==> config.mk <==
export PLATFORM = sky130hd
export DESIGN_NAME = dmem_arbiter
export DESIGN_NICKNAME = d
export VERILOG_FILES = /design/src/rtl/dmem_arbiter.sv
export SDC_FILE = /design/constraint.sdc
export NUM_CORES = 1
export LEC_CHECK = 0
export ABC_AREA = 1
export CORE_ASPECT_RATIO = 0.9
export CORE_MARGIN = 10
export CORE_UTILIZATION = 44
export CTS_CLUSTER_DIAMETER = 30
export DETAILED_ROUTE_END_ITERATION = 16
export PLACE_DENSITY = 0.87
export SYNTH_ARGS = -nofsm -noshare
export SYNTH_HDL_FRONTEND = slang
export SYNTH_SLANG_ARGS = --single-unit
==> constraint.sdc <==
create_clock -name clockCPU -period 8.6 [get_ports clockCPU]
set_clock_uncertainty 0.2 [all_clocks]
set_input_delay 1.72 -clock clockCPU [delete_from_list [all_inputs] [get_ports clockCPU]]
set_output_delay 1.72 -clock clockCPU [all_outputs]
set_load 0.01 [all_outputs]
==> src/rtl/dmem_arbiter.sv <==
// Two-requester arbiter (CPU MEM stage, debug/DMA) in front of the single-port data RAM.
// Optional address checking is compiled in with `define DMEM_ARB_ADDR_CHECK_EN.
module dmem_arbiter #(
   parameter int unsigned RD_LAT     = 1,
   parameter int unsigned MAX_STARVE = 3,
   parameter logic [19:0] BASE_HI    = 20'h10010
) (
   input  logic        clockCPU,
   input  logic        reset,

   input  logic        cpu_req,
   input  logic        cpu_we,
   input  logic [31:0] cpu_addr,
   input  logic [31:0] cpu_wdata,
   output logic        cpu_gnt,
   output logic        cpu_rvalid,
   output logic [31:0] cpu_rdata,
   output logic        cpu_stall,

   input  logic        dbg_req,
   input  logic        dbg_we,
   input  logic [31:0] dbg_addr,
   input  logic [31:0] dbg_wdata,
   output logic        dbg_gnt,
   output logic        dbg_rvalid,
   output logic [31:0] dbg_rdata,

   output logic [9:0]  mem_address,
   output logic [31:0] mem_data,
   output logic        mem_wren,
   input  logic [31:0] mem_q,

   output logic        busy,
   output logic        err
);

   localparam int unsigned SW = (MAX_STARVE > 0) ? $clog2(MAX_STARVE + 1) : 1;
   localparam logic [SW-1:0] STARVE_MAX = SW'(MAX_STARVE);
   localparam logic [2:0] WAIT_INIT = 3'(RD_LAT - 1);

   typedef enum logic [1:0] {StIdle, StAccess, StWait, StResp} state_e;

   state_e         state_q;
   logic [SW-1:0]  starve_q;
   logic [2:0]     wait_cnt_q;
   logic           owner_q;
   logic           we_q;
   logic           bad_q;
   logic           cpu_gnt_q;
   logic           dbg_gnt_q;
   logic           cpu_rvalid_q;
   logic           dbg_rvalid_q;
   logic [31:0]    cpu_rdata_q;
   logic [31:0]    dbg_rdata_q;
   logic [9:0]     mem_address_q;
   logic [31:0]    mem_data_q;
   logic           mem_wren_q;
   logic           err_q;

   logic           dbg_wins;
   logic           win_we;
   logic [31:0]    win_addr;
   logic [31:0]    win_wdata;
   logic           win_bad;
   logic [31:0]    rdata_in;

   // Debug wins when alone, or when the CPU has used up its starvation allowance.
   always_comb begin
      dbg_wins  = dbg_req & (~cpu_req | (starve_q == STARVE_MAX));
      win_we    = dbg_wins ? dbg_we    : cpu_we;
      win_addr  = dbg_wins ? dbg_addr  : cpu_addr;
      win_wdata = dbg_wins ? dbg_wdata : cpu_wdata;
   end

`ifdef DMEM_ARB_ADDR_CHECK_EN
   assign win_bad = (win_addr[1:0] != 2'b00) || (win_addr[31:12] != BASE_HI);
`else
   logic unused_addr_bits;
   assign win_bad          = 1'b0;
   assign unused_addr_bits = ^{win_addr[31:12], win_addr[1:0], BASE_HI};
`endif

   assign rdata_in = bad_q ? 32'hDEAD_BEEF : mem_q;

   always_ff @(posedge clockCPU or posedge reset) begin
      if (reset) begin
         state_q       <= StIdle;
         starve_q      <= '0;
         wait_cnt_q    <= '0;
         owner_q       <= 1'b0;
         we_q          <= 1'b0;
         bad_q         <= 1'b0;
         cpu_gnt_q     <= 1'b0;
         dbg_gnt_q     <= 1'b0;
         cpu_rvalid_q  <= 1'b0;
         dbg_rvalid_q  <= 1'b0;
         cpu_rdata_q   <= '0;
         dbg_rdata_q   <= '0;
         mem_address_q <= '0;
         mem_data_q    <= '0;
         mem_wren_q    <= 1'b0;
         err_q         <= 1'b0;
      end else begin
         cpu_gnt_q    <= 1'b0;
         dbg_gnt_q    <= 1'b0;
         cpu_rvalid_q <= 1'b0;
         dbg_rvalid_q <= 1'b0;
         mem_wren_q   <= 1'b0;
         err_q        <= 1'b0;
         if (!dbg_req) begin
            starve_q <= '0;
         end

         unique case (state_q)
            StIdle: begin
               if (cpu_req || dbg_req) begin
                  state_q       <= StAccess;
                  owner_q       <= dbg_wins;
                  we_q          <= win_we;
                  bad_q         <= win_bad;
                  mem_address_q <= win_addr[11:2];
                  mem_data_q    <= win_wdata;
                  mem_wren_q    <= win_we & ~win_bad;
                  cpu_gnt_q     <= ~dbg_wins;
                  dbg_gnt_q     <= dbg_wins;
                  err_q         <= win_bad;
                  if (dbg_wins) begin
                     starve_q <= '0;
                  end else if (dbg_req && (starve_q != STARVE_MAX)) begin
                     starve_q <= starve_q + SW'(1);
                  end
               end
            end
            StAccess: begin
               state_q    <= we_q ? StIdle : StWait;
               wait_cnt_q <= WAIT_INIT;
            end
            StWait: begin
               if (wait_cnt_q == 3'd0) begin
                  state_q <= StResp;
                  if (owner_q) begin
                     dbg_rdata_q  <= rdata_in;
                     dbg_rvalid_q <= 1'b1;
                  end else begin
                     cpu_rdata_q  <= rdata_in;
                     cpu_rvalid_q <= 1'b1;
                  end
               end else begin
                  wait_cnt_q <= wait_cnt_q - 3'd1;
               end
            end
            StResp: begin
               state_q <= StIdle;
            end
            default: begin
               state_q <= StIdle;
            end
         endcase
      end
   end

   assign cpu_gnt     = cpu_gnt_q;
   assign dbg_gnt     = dbg_gnt_q;
   assign cpu_rvalid  = cpu_rvalid_q;
   assign dbg_rvalid  = dbg_rvalid_q;
   assign cpu_rdata   = cpu_rdata_q;
   assign dbg_rdata   = dbg_rdata_q;
   assign mem_address = mem_address_q;
   assign mem_data    = mem_data_q;
   assign mem_wren    = mem_wren_q;
   assign err         = err_q;
   assign busy        = (state_q != StIdle);

   // Held low during reset so every output reads 0 while reset is asserted.
   assign cpu_stall = ~reset & cpu_req & ~(cpu_we ? cpu_gnt_q : cpu_rvalid_q);

endmodule

==> summary by stage, run 1 <==
Status
The run finished with clean final reports.

STA
Summed over all failing endpoints, the final setup total negative slack is 0 ns. The setup slack after layout is around 3.5 ns. The count of final max-slew check failures is 0. The worst-margin pin slew is between 1 and 1.5 ns. The final hold violation count came to 0.

Of the available clock period, the critical path in the final layout requires 59.6%. The maximum clock frequency is 0.195 GHz. The final critical delay including setup and external delays is between 5 and 6 ns.

The tightest slew margin relative to the limit is between 20% and 30%. The number of setup violations in the final report is 0. Setup repair after global routing left no endpoint under its margin.

Placed design
The setup slack at placement is around 3.5 ns. Summing all placed instances gives a cell area of between 0.007 and 0.008 sq mm. The total half-perimeter wirelength after legalization and detailed placement is between 10 and 15 mm.

The total of buffers placed on input and output ports is ~230. Routability-driven placement finished with a final weighted congestion of between 0.8 and 0.9.

Power and ir drop
The power density over cell area is about 350 mW/mm^2. The design draws around 3 mW. The worst-case vdd ir drop is approximately 0.15 mV. The leakage power is about 4.3 nW.

Logic synthesis
The top cell type by area accounts for a little over half of the synthesized area. The count of warnings emitted by yosys is 0. The number of nets produced by synthesis is approximately 840. The number of different library cells in the post-synthesis netlist is 22. The largest total area in the synthesized netlist belongs to sky130_fd_sc_hd__dfrtp_1. After synthesis, the cell types taking the most area are sky130_fd_sc_hd__dfrtp_1 (53%), sky130_fd_sc_hd__nand2_1 (13%), sky130_fd_sc_hd__inv_1 (8.5%), sky130_fd_sc_hd__nand3_1 (8.3%), sky130_fd_sc_hd__o21ai_2 (7.3%). The cell count after synthesis is between 600 and 700. A synthesized cell averages about 8.4 sq um. The portion of the post-synthesis area used by sequential elements is approximately 53%. The netlist area before placement is between 0.005 and 0.006 sq mm. In this run, synthesis produced a sequential element count of 120.

Floorplanning
The die footprint is ~0.018 sq mm. For this configuration, the core starts out at a cell density of between 40 and 50%. The die outline width is between 100 and 150 um. The floorplan core area is around 0.013 sq mm.

The number of top-level pins is 280. The y dimension of the die is approximately 130 um. The row count is 39.

Clock network
CTS built an H-tree with a depth of 4. After clock tree synthesis, the setup repair step added 0 buffers. For the worst-skew pair, the clock arrives at the later sink with an insertion delay of 0.41 ns. The clock tree from TritonCTS is built. The maximum clock insertion buffer count is 2. In this run, post-CTS repair resized a total of 0 instances.

The number of buffers created by CTS is 17. The number of clock sinks is 120. The clock input transition at the sequential cells of the worst setup and hold paths is 0.05 ns. The post-cts hold buffer count is 0.

The clock root buffer master is sky130_fd_sc_hd__clkbuf_16.

Global route
The initial antenna violation count came to 0. The maximum number of pins on one net before global-route repair is ~80. The overall overflow remaining after global route is 0. The via count of the first global-routing pass was roughly 5100. The first global-routing pass estimated between 20 and 30 mm of wire.

For this run, the total global-route usage over all layers was measured as 19.0%.

Setup path
The worst setup path is captured at an output pin. The worst setup path is launched from an input port. Data on the critical path arrives at its endpoint at 3.20 ns. The worst-case reg-to-reg path depth is 8.

The register-to-register setup slack is 5.70 ns. The worst setup path is of the input port to output pin kind. In this run the worst path has a maximum fanout of 4. The required time reported for the critical path endpoint is 6.68 ns.

Layout
Relative to the synthesized area, the layout overhead comes to 51.7%. Once layout is done, the placed cells without fillers occupy between 0.008 and 0.009 sq mm. The final layout contains 1058 nets.

The library cell used most frequently in the layout, excluding fill and tap cells, is sky130_fd_sc_hd__clkdlybuf4s50_1. The library cells used most frequently in the layout, excluding fill and tap cells, are sky130_fd_sc_hd__clkdlybuf4s50_1 (233), sky130_fd_sc_hd__nand2_1 (197), sky130_fd_sc_hd__inv_1 (126), sky130_fd_sc_hd__dfrtp_1 (120), sky130_fd_sc_hd__nand3_1 (94). The antenna diode instance count is 0. The proportion of layout cells with a drive suffix above 1 is roughly a tenth.

Routing
The first detailed-routing pass ran for 5 iterations. In the routed design, unresolved DRC markers number 0. The number of vias after detailed routing is 5029. The remaining antenna violation count is 0. The final layout contains routed wiring with a total length of around 17 mm. The via count normalized by instance count is 4.72. In the final routed layout, each cell accounts on average for ~16 um. The violation count after the first detailed-routing iteration is ~310.

Hold path
The class of the most critical hold timing path is flip-flop to flip-flop. Counting instances, the worst hold path has a depth of 2.

Run
The number of max-capacitance violations reported is 0.
logic make-up after synthesis:
group / synth area share, %
other: 0.0665
adders and majority gates: 0.666
and+or+nand+nor: 23.3
AOI/OAI and AO/OA: 9.60
DFF: 53.2
buffers and inverters: 13.1
stage by stage:
| stage | cells | utilization, % | hold WS (ns) |
|---|---|---|---|
| floorplan | 668 | - | 0.237 |
| global route | 1066 | 67.7 | 0.303 |
| global placement | 1034 | 63.1 | 0.256 |
| CTS | 1066 | 67.7 | 0.269 |
| detailed placement | 1034 | 63.1 | 0.259 |
| finish | 1066 | 67.7 | 0.273 |
path summary, 6_finish.rpt:
| path | from | end |
|---|---|---|
| worst max-delay path | cpu_req | cpu_stall |
| worst min-delay path | mem_data[30] | mem_data[30] |
| worst max register to register | starve_q[0] | mem_data[14] |
| worst min register to register | mem_data[30] | mem_data[30] |
| max in group asynchronous | reset | dbg_rdata[9] |
| min in group asynchronous | reset | cpu_gnt |
sequential cells by signal, indices dropped and copies added (netlist names), named ones only:
name / count
dbg_rvalid: 1
mem_data: 32
dbg_rdata: 32
dbg_gnt: 1
we_q: 1
cpu_rvalid: 1
starve_q: 2
mem_address: 10
cpu_rdata: 32
owner_q: 1
cpu_gnt: 1
mem_wren: 1
state_q: 1
wait_cnt_q: 3
layout make-up:
| class | instances | area, sq um |
|---|---|---|
| sequential | 120 | 3000 |
| clock buffer | 24 | 492 |
| fill | 1025 | 4080 |
| inverter | 128 | 483 |
| timing repair buffer | 239 | 2370 |
| multi-input combinational | 383 | 1910 |
| tap | 164 | 205 |
| clock inverter | 8 | 93.8 |
layer usage:
| layer | part of all wire [%] | GRT usage, % | wire (um) | up-vias |
|---|---|---|---|---|
| li1 | - | - | - | 2490 |
| met1 | 41 | 22.9 | 6880 | 2276 |
| met2 | 45 | 29.5 | 7690 | 243 |
| met3 | 13 | 9.41 | 2220 | 20 |
| met4 | 1.1 | 5.70 | 190 | 0 |
| met5 | 0 | 0 | 0 | - |
worst max-delay path, stage by stage:
cell	delay [ns]
sky130_fd_sc_hd__clkdlybuf4s50_1	0.59
sky130_fd_sc_hd__inv_1	0.11
sky130_fd_sc_hd__nor3_1	0.18
sky130_fd_sc_hd__clkdlybuf4s50_1	0.60
Yosys cell counts:
| library cell | instances |
|---|---|
| sky130_fd_sc_hd__nand3_2 | 2 |
| sky130_fd_sc_hd__nand3_1 | 94 |
| sky130_fd_sc_hd__o21ai_1 | 18 |
| sky130_fd_sc_hd__dfrtp_1 | 120 |
| sky130_fd_sc_hd__buf_4 | 1 |
| sky130_fd_sc_hd__nand2_1 | 197 |
| sky130_fd_sc_hd__clkbuf_2 | 2 |
| sky130_fd_sc_hd__a21oi_1 | 1 |
| sky130_fd_sc_hd__clkbuf_1 | 3 |
| sky130_fd_sc_hd__conb_1 | 1 |
| sky130_fd_sc_hd__o21ai_2 | 47 |
| sky130_fd_sc_hd__nor2_1 | 4 |
| sky130_fd_sc_hd__nand4_1 | 3 |
| sky130_fd_sc_hd__ha_1 | 3 |
| sky130_fd_sc_hd__nor3_1 | 1 |
| sky130_fd_sc_hd__inv_2 | 1 |
| sky130_fd_sc_hd__nand2_2 | 2 |
| sky130_fd_sc_hd__buf_2 | 19 |
| sky130_fd_sc_hd__o21ai_0 | 7 |
| sky130_fd_sc_hd__nor2_4 | 3 |
| sky130_fd_sc_hd__buf_6 | 12 |
| sky130_fd_sc_hd__inv_1 | 127 |
report_power, final:
group | leakage [nW] | internal [mW] | total (mW) | switching [mW]
registers | 1.48 | 0.834 | 0.984 | 0.150
logic | 2.57 | 0.671 | 1.32 | 0.652
clock network | 0.294 | 0.455 | 0.696 | 0.241
Note: power is estimated with default switching activity, not from simulation.
==> inputs of run 2 (changes only) <==
CORE_UTILIZATION = 41   (was 44)
PLACE_DENSITY = 0.82   (was 0.87)
clock period = 4.81 ns   (was 8.6 ns; I/O delays follow)
==> summary by stage, run 2 (synthesized netlist as in run 1, its figures left out) <==
Clock network
Post-CTS timing repair inserted 0 buffers for setup. The maximum clock insertion buffer count is 2. The post-cts gate resize count is 0.

Clock-pin slew was measured on the worst setup and hold paths at around 0.050 ns. For this design, the sink count on the clock tree is 120. The clock reaches the later pin of the worst-skew pair after roughly 0.40 ns. The clock root buffer master is sky130_fd_sc_hd__clkbuf_16. The clock tree from TritonCTS is built. The number of clock buffers added by TritonCTS is 17.

The depth of the CTS H-tree is 4. The post-cts hold buffer count is 0.

Layout
The proportion of layout cells with a drive suffix above 1 is a little over a tenth. The antenna diode instance count is 0. From synthesis to final layout, the design area changed by 52.3%. The final design instance area without fill is between 0.008 and 0.009 sq mm. For this run, the post-layout net count is roughly 1100.

The most common cell after layout, fill and taps aside is sky130_fd_sc_hd__clkdlybuf4s50_1. The core occupancy in the finished layout is about 64%. Leaving out fill and tap cells, the most frequent cells in the layout are sky130_fd_sc_hd__clkdlybuf4s50_1 (233), sky130_fd_sc_hd__nand2_1 (197), sky130_fd_sc_hd__inv_1 (126), sky130_fd_sc_hd__dfrtp_1 (120), sky130_fd_sc_hd__nand3_1 (94).

STA
The count of final max-slew check failures is 0. The final hold violation count came to 0. Headroom to the max-slew limit came out at a little under a quarter. Setup total negative slack on the finished layout was measured at 0 ns. For the pin with the worst max-slew slack, the measured transition is around 1.1 ns. Setup repair after global routing left no endpoint under its margin. For this run, the top clock speed supported by timing is roughly 0.27 GHz. The ratio of final minimum period to clock period is approximately 76%.

Setup violations remaining at the end of the flow were counted as 0. The worst path needs around 3.6 ns of the cycle, external delays included.

Routing
Dividing the detail-routed via count by the number of cells gives 4.76. The remaining antenna violation count is 0. The detailed-route wire length is about 17 mm.

The violation count after the first detailed-routing iteration is approximately 220. The remaining routing DRC violations is 0. The number of vias after detailed routing is between 5000 and 6000. In the final routed layout, each cell accounts on average for around 16 um. The total iterations of the first detailed-routing run is 6.

Setup path
The critical setup path kind is input port to output pin. The signal on the critical path passes through clkdlybuf4s50_1 -> inv_1 -> nor3_1 -> clkdlybuf4s50_1. The slowest library cell on the worst path is sky130_fd_sc_hd__clkdlybuf4s50_1. The beginning of the worst register-to-register path is starve_q[0]. At the worst endpoint, the required time is about 3.7 ns. The largest single stage delay on the critical path is roughly 0.62 ns. STA puts the critical path data arrival time at approximately 2.5 ns. The most numerous cell type found on the critical path is sky130_fd_sc_hd__clkdlybuf4s50_1. Measured in cells, the most critical reg-to-reg path has a length of 8. The cell type group with the largest total delay on the critical path is buffers and inverters. The worst register-to-register path ends at mem_data[6]. The worst setup path is launched from an input port. Across all register-to-register paths, the minimum setup slack is about 2.3 ns.

The critical-path maximum fanout is 4. The number of buffer and inverter instances along the worst setup path is 3. STA classifies the critical path endpoint as an output pin.

Global route
The via count of the first global-routing pass is between 5000 and 6000. Global routing used approximately 18% of the available tracks across all layers. Entering global routing, the biggest net connects 65 pins.

The first global-routing pass estimated between 20 and 30 mm of wire. The overall overflow remaining after global route is 0. The initial antenna violation count is 0.

Placed design
The HPWL after detailed placement is between 10 and 15 mm. Routability-driven placement finished with a final weighted congestion of 0.813. The post-place instance area is 0.00800 sq mm. The total of buffers placed on input and output ports is about 230.

Hold path
The tightest min-delay check is of the flip-flop to flip-flop type. Counting instances, the worst hold path has a depth of 2. The worst hold path begins at mem_address[4]. The worst hold path terminates at mem_address[4].

Power and ir drop
After layout, the design draws a total of between 5 and 6 mW. The worst-case vdd ir drop is ~0.27 mV. Dividing total power by cell area gives a power density of 627 mW/mm^2. The leakage power is between 4 and 5 nW.

Floorplanning
The y dimension of the die is 131 um. For this configuration, the core starts out at a cell density of a little over two fifths. The row count is 40. The floorplan step defined a core boundary enclosing approximately 0.013 sq mm. The die footprint is approximately 0.019 sq mm. For this design the top-level I/O count stands at 280.

The die outline width is 144 um.

Run
The number of max-capacitance violations reported is 0.

Status
The flow ran to the end, and the final reports show no timing, DRC or antenna violations.
==> run 2: changes by cell type in the layout (fill, tap and decap cells not counted) <==
cell	change
sky130_fd_sc_hd__clkinv_4	-1
sky130_fd_sc_hd__inv_6	+1
sky130_fd_sc_hd__buf_12	+1
sky130_fd_sc_hd__clkinvlp_4	+5
sky130_fd_sc_hd__clkbuf_8	-1
sky130_fd_sc_hd__clkbuf_1	-2
sky130_fd_sc_hd__clkinv_2	-2
==> run 2: worst max-delay path by stage <==
stage	start	endpoint	slack, ns	cells past startpoint
detailed placement	cpu_req	cpu_stall	1.18	4
floorplan	reset	async pin	0.46	1
finish	cpu_req	cpu_stall	1.17	4
CTS	cpu_req	cpu_stall	1.17	4
global route	cpu_req	cpu_stall	1.08	4
global placement	cpu_req	cpu_stall	1.19	4
==> run 2: cell type report <==
cell class	count	area, sq um
Sequential cell	120	3000
Tap cell	168	210
Fill cell	1102	4820
Timing Repair Buffer	240	2390
Inverter	128	483
Clock inverter	11	121
Clock buffer	21	470
Multi-Input combinational cell	383	1910
==> run 2: stage by stage <==
step | instances | setup WS, ns | hold WS [ns]
4_1_cts | 1071 | 1.17 | 0.280
3_3_place_gp | 1039 | 1.19 | 0.250
3_5_place_dp | 1039 | 1.18 | 0.264
2_1_floorplan | 668 | 0.462 | 0.237
6_report | 1071 | 1.17 | 0.274
5_1_grt | 1071 | 1.08 | 0.290
==> run 2: power breakdown <==
group / switching (mW) / leakage [nW] / total, mW / internal (mW)
combinational: 1.18 / 2.58 / 2.38 / 1.20
sequential: 0.269 / 1.48 / 1.76 / 1.49
clock: 0.441 / 0.278 / 1.24 / 0.801
total: 1.89 / 4.34 / 5.38 / 3.49
==> run 2: layer usage <==
metal | track usage, % | vias up | part of all wire (%)
met2 | 27.0 | 247 | 44
met4 | 5.78 | 0 | 1.7
li1 | - | 2496 | -
met1 | 21.8 | 2335 | 43
met5 | 0 | - | 0
met3 | 8.65 | 16 | 12
==> run 2: worst reg2reg max path, cell delays in order, from the launching register on <==
cell,delay [ns]
sky130_fd_sc_hd__dfrtp_1,0.40
sky130_fd_sc_hd__ha_1,0.24
sky130_fd_sc_hd__inv_1,0.09
sky130_fd_sc_hd__nand2_2,0.51
sky130_fd_sc_hd__nand2_1,0.29
sky130_fd_sc_hd__buf_4,0.33
sky130_fd_sc_hd__nand2_1,0.14
sky130_fd_sc_hd__nand3_1,0.10
sky130_fd_sc_hd__nand2_1,0.06
==> inputs of run 3 (changes only) <==
CORE_UTILIZATION = 37   (was 41)
PLACE_DENSITY = 0.78   (was 0.82)
clock period = 3.1 ns   (was 4.81 ns; I/O delays follow)
==> summary by stage, run 3 (synthesized netlist as in run 1, its figures left out) <==
Status
The run finished with clean final reports.

Layout
Cells fill between 50% and 60% of the core in the end. The finished cells cover 0.00880 sq mm. In the final design database the tool counted 1064 nets. For this run, the number of standard cells in the final layout without fillers is roughly 1100.

Leaving out fill and tap cells, the most frequent cell in the layout is sky130_fd_sc_hd__clkdlybuf4s50_1. The proportion of layout cells with a drive suffix above 1 is a little over a tenth. Compared with the post-synthesis result, the final layout area differs by 56.1%. The top cell types in the final layout, fill and taps aside, are sky130_fd_sc_hd__clkdlybuf4s50_1 (233), sky130_fd_sc_hd__nand2_1 (197), sky130_fd_sc_hd__inv_1 (126), sky130_fd_sc_hd__dfrtp_1 (120), sky130_fd_sc_hd__nand3_1 (94).

The antenna diode instance count is 0.

Clock network
The depth of the CTS H-tree is 4. The number of buffers created by CTS is 17. The maximum clock insertion buffer count is 2.

The number of clock sinks is 120. For this design, the CTS-stage hold fixing added 0 buffers. The buffers inserted during post-CTS setup optimization is 0.

The clock tree from TritonCTS is built. Clock-pin slew was measured on the worst setup and hold paths at 0.06 ns. The clock reaches the later pin of the worst-skew pair after 0.40 ns. The post-cts gate resize count is 0. The clock root buffer master is sky130_fd_sc_hd__clkbuf_16.

STA
The setup slack after layout is ~0.28 ns. The worst path needs approximately 2.8 ns of the cycle, external delays included. Setup repair after global routing left no endpoint under its margin. Based on the critical path, the design can be clocked at up to 0.355 GHz.

The final hold violation count came to 0. The count of final max-slew check failures is 0. Setup total negative slack on the finished layout was measured at 0 ns. Setup violations remaining at the end of the flow were counted as 0. After layout, the worst path uses around nine tenths of the clock period.

Global route
The first global-routing pass estimated around 26 mm of wire. The via count of the first global-routing pass is between 4000 and 5000. For this run, the total global-route usage over all layers was measured as between 10% and 20%. The initial antenna violation count came to 1. For this run the aggregate overflow at the end of global routing stands at 0. The maximum number of pins on one net before global-route repair is 66.

Routing
The total iterations of the first detailed-routing run is 6. The remaining routing DRC violations is 0. The violation count after the first detailed-routing iteration is 229.

In this run the remaining antenna-violating nets after routing total 0. The routed layout has ~5000 vias. The via count normalized by instance count is roughly 4.5. After detailed routing, the average wire length per cell comes to 15.2 um.

The detailed-route wire length is around 17 mm.

Placed design
The total half-perimeter wirelength after legalization and detailed placement is between 10 and 15 mm. In this run, placement finished with an instance count of 1074. The post-place instance area is around 0.0081 sq mm.

Routability-driven placement finished with a final weighted congestion of around 0.84. The total of buffers placed on input and output ports is ~230. The setup slack at placement is 0.251 ns.

Floorplanning
The starting density of the core is 38.1%. The floorplan core area is between 0.01 and 0.015 sq mm. In this run the core area contains 42 standard-cell rows. The die footprint is approximately 0.021 sq mm. Measured along the y axis, the die boundary spans around 140 um.

The die outline width is between 150 and 200 um. The number of top-level pins is 280.

Setup path
Data on the critical path is required at its endpoint by 2.28 ns. The capture instance of the worst register-to-register path is mem_data[28]. The critical-path maximum fanout is 3. The launching element type of the critical path is an input port. The critical path is of the input port to output pin type. Counting cells, the worst reg-to-reg path comes to 8.

In this run the critical register-to-register path is launched from starve_q[0]. In this run the register-to-register setup slack is 1.17 ns. The arrival time of data at the critical path endpoint is ~2.0 ns. The worst setup path is captured at an output pin.

Power and ir drop
The worst-case IR drop observed on VDD is approximately 0.44 mV. The leakage power is around 4.4 nW. Dividing total power by cell area gives a power density of ~980 mW/mm^2.

Hold path
The min-delay analysis places its worst path in the category flip-flop to flip-flop. The cell depth of the worst hold path is 1. The startpoint identified for the worst hold timing path is we_q.

Run
The number of max-capacitance violations reported is 0.
==> run 3: cell type report <==
cell class / count / area (sq um)
clock buffers: 20 / 457
clock inverters: 12 / 198
fillers: 1311 / 6020
inverters: 128 / 484
multi-input cells: 383 / 1910
flip-flops and latches: 120 / 3000
well taps: 198 / 248
repair buffers: 245 / 2510
==> run 3: worst max-delay path, cell delays in order <==
cell and delay (ns):
sky130_fd_sc_hd__clkdlybuf4s50_1 0.53, sky130_fd_sc_hd__o21ai_0 0.10, sky130_fd_sc_hd__nor3_1 0.14, sky130_fd_sc_hd__clkdlybuf4s50_1 0.60
==> run 3: worst max-delay path by stage <==
| stage | cells past startpoint | from | slack (ns) | end |
|---|---|---|---|---|
| floorplan | 1 | reset | 0.81 | async pin |
| global placement | 4 | cpu_we | 0.28 | cpu_stall |
| detailed placement | 4 | cpu_we | 0.25 | cpu_stall |
| CTS | 4 | cpu_we | 0.25 | cpu_stall |
| global route | 4 | cpu_we | 0.16 | cpu_stall |
| finish | 4 | cpu_we | 0.28 | cpu_stall |
==> run 3: power by group <==
part | internal (mW) | switching (mW)
clock network | 1.47 | 0.694
registers | 2.31 | 0.409
logic | 1.93 | 1.81
total | 5.71 | 2.91
==> run 3: through the flow <==
step	power [mW]	hold slack, ns
final	8.63	0.268
after global routing	9.19	0.292
after CTS	8.74	0.268
after detailed placement	6.53	0.255
after global placement	6.45	0.248
after floorplan	4.50	0.237
==> run 3: routing by layer <==
metal  vias to the layer above  routed length, um  global-route usage [%]
li1                       2499                  -                       -
met1                      2233               7030                    18.6
met2                       217               7460                    25.4
met3                        16               2130                    8.98
met4                         2                185                    4.80
met5                         -                  7                       0
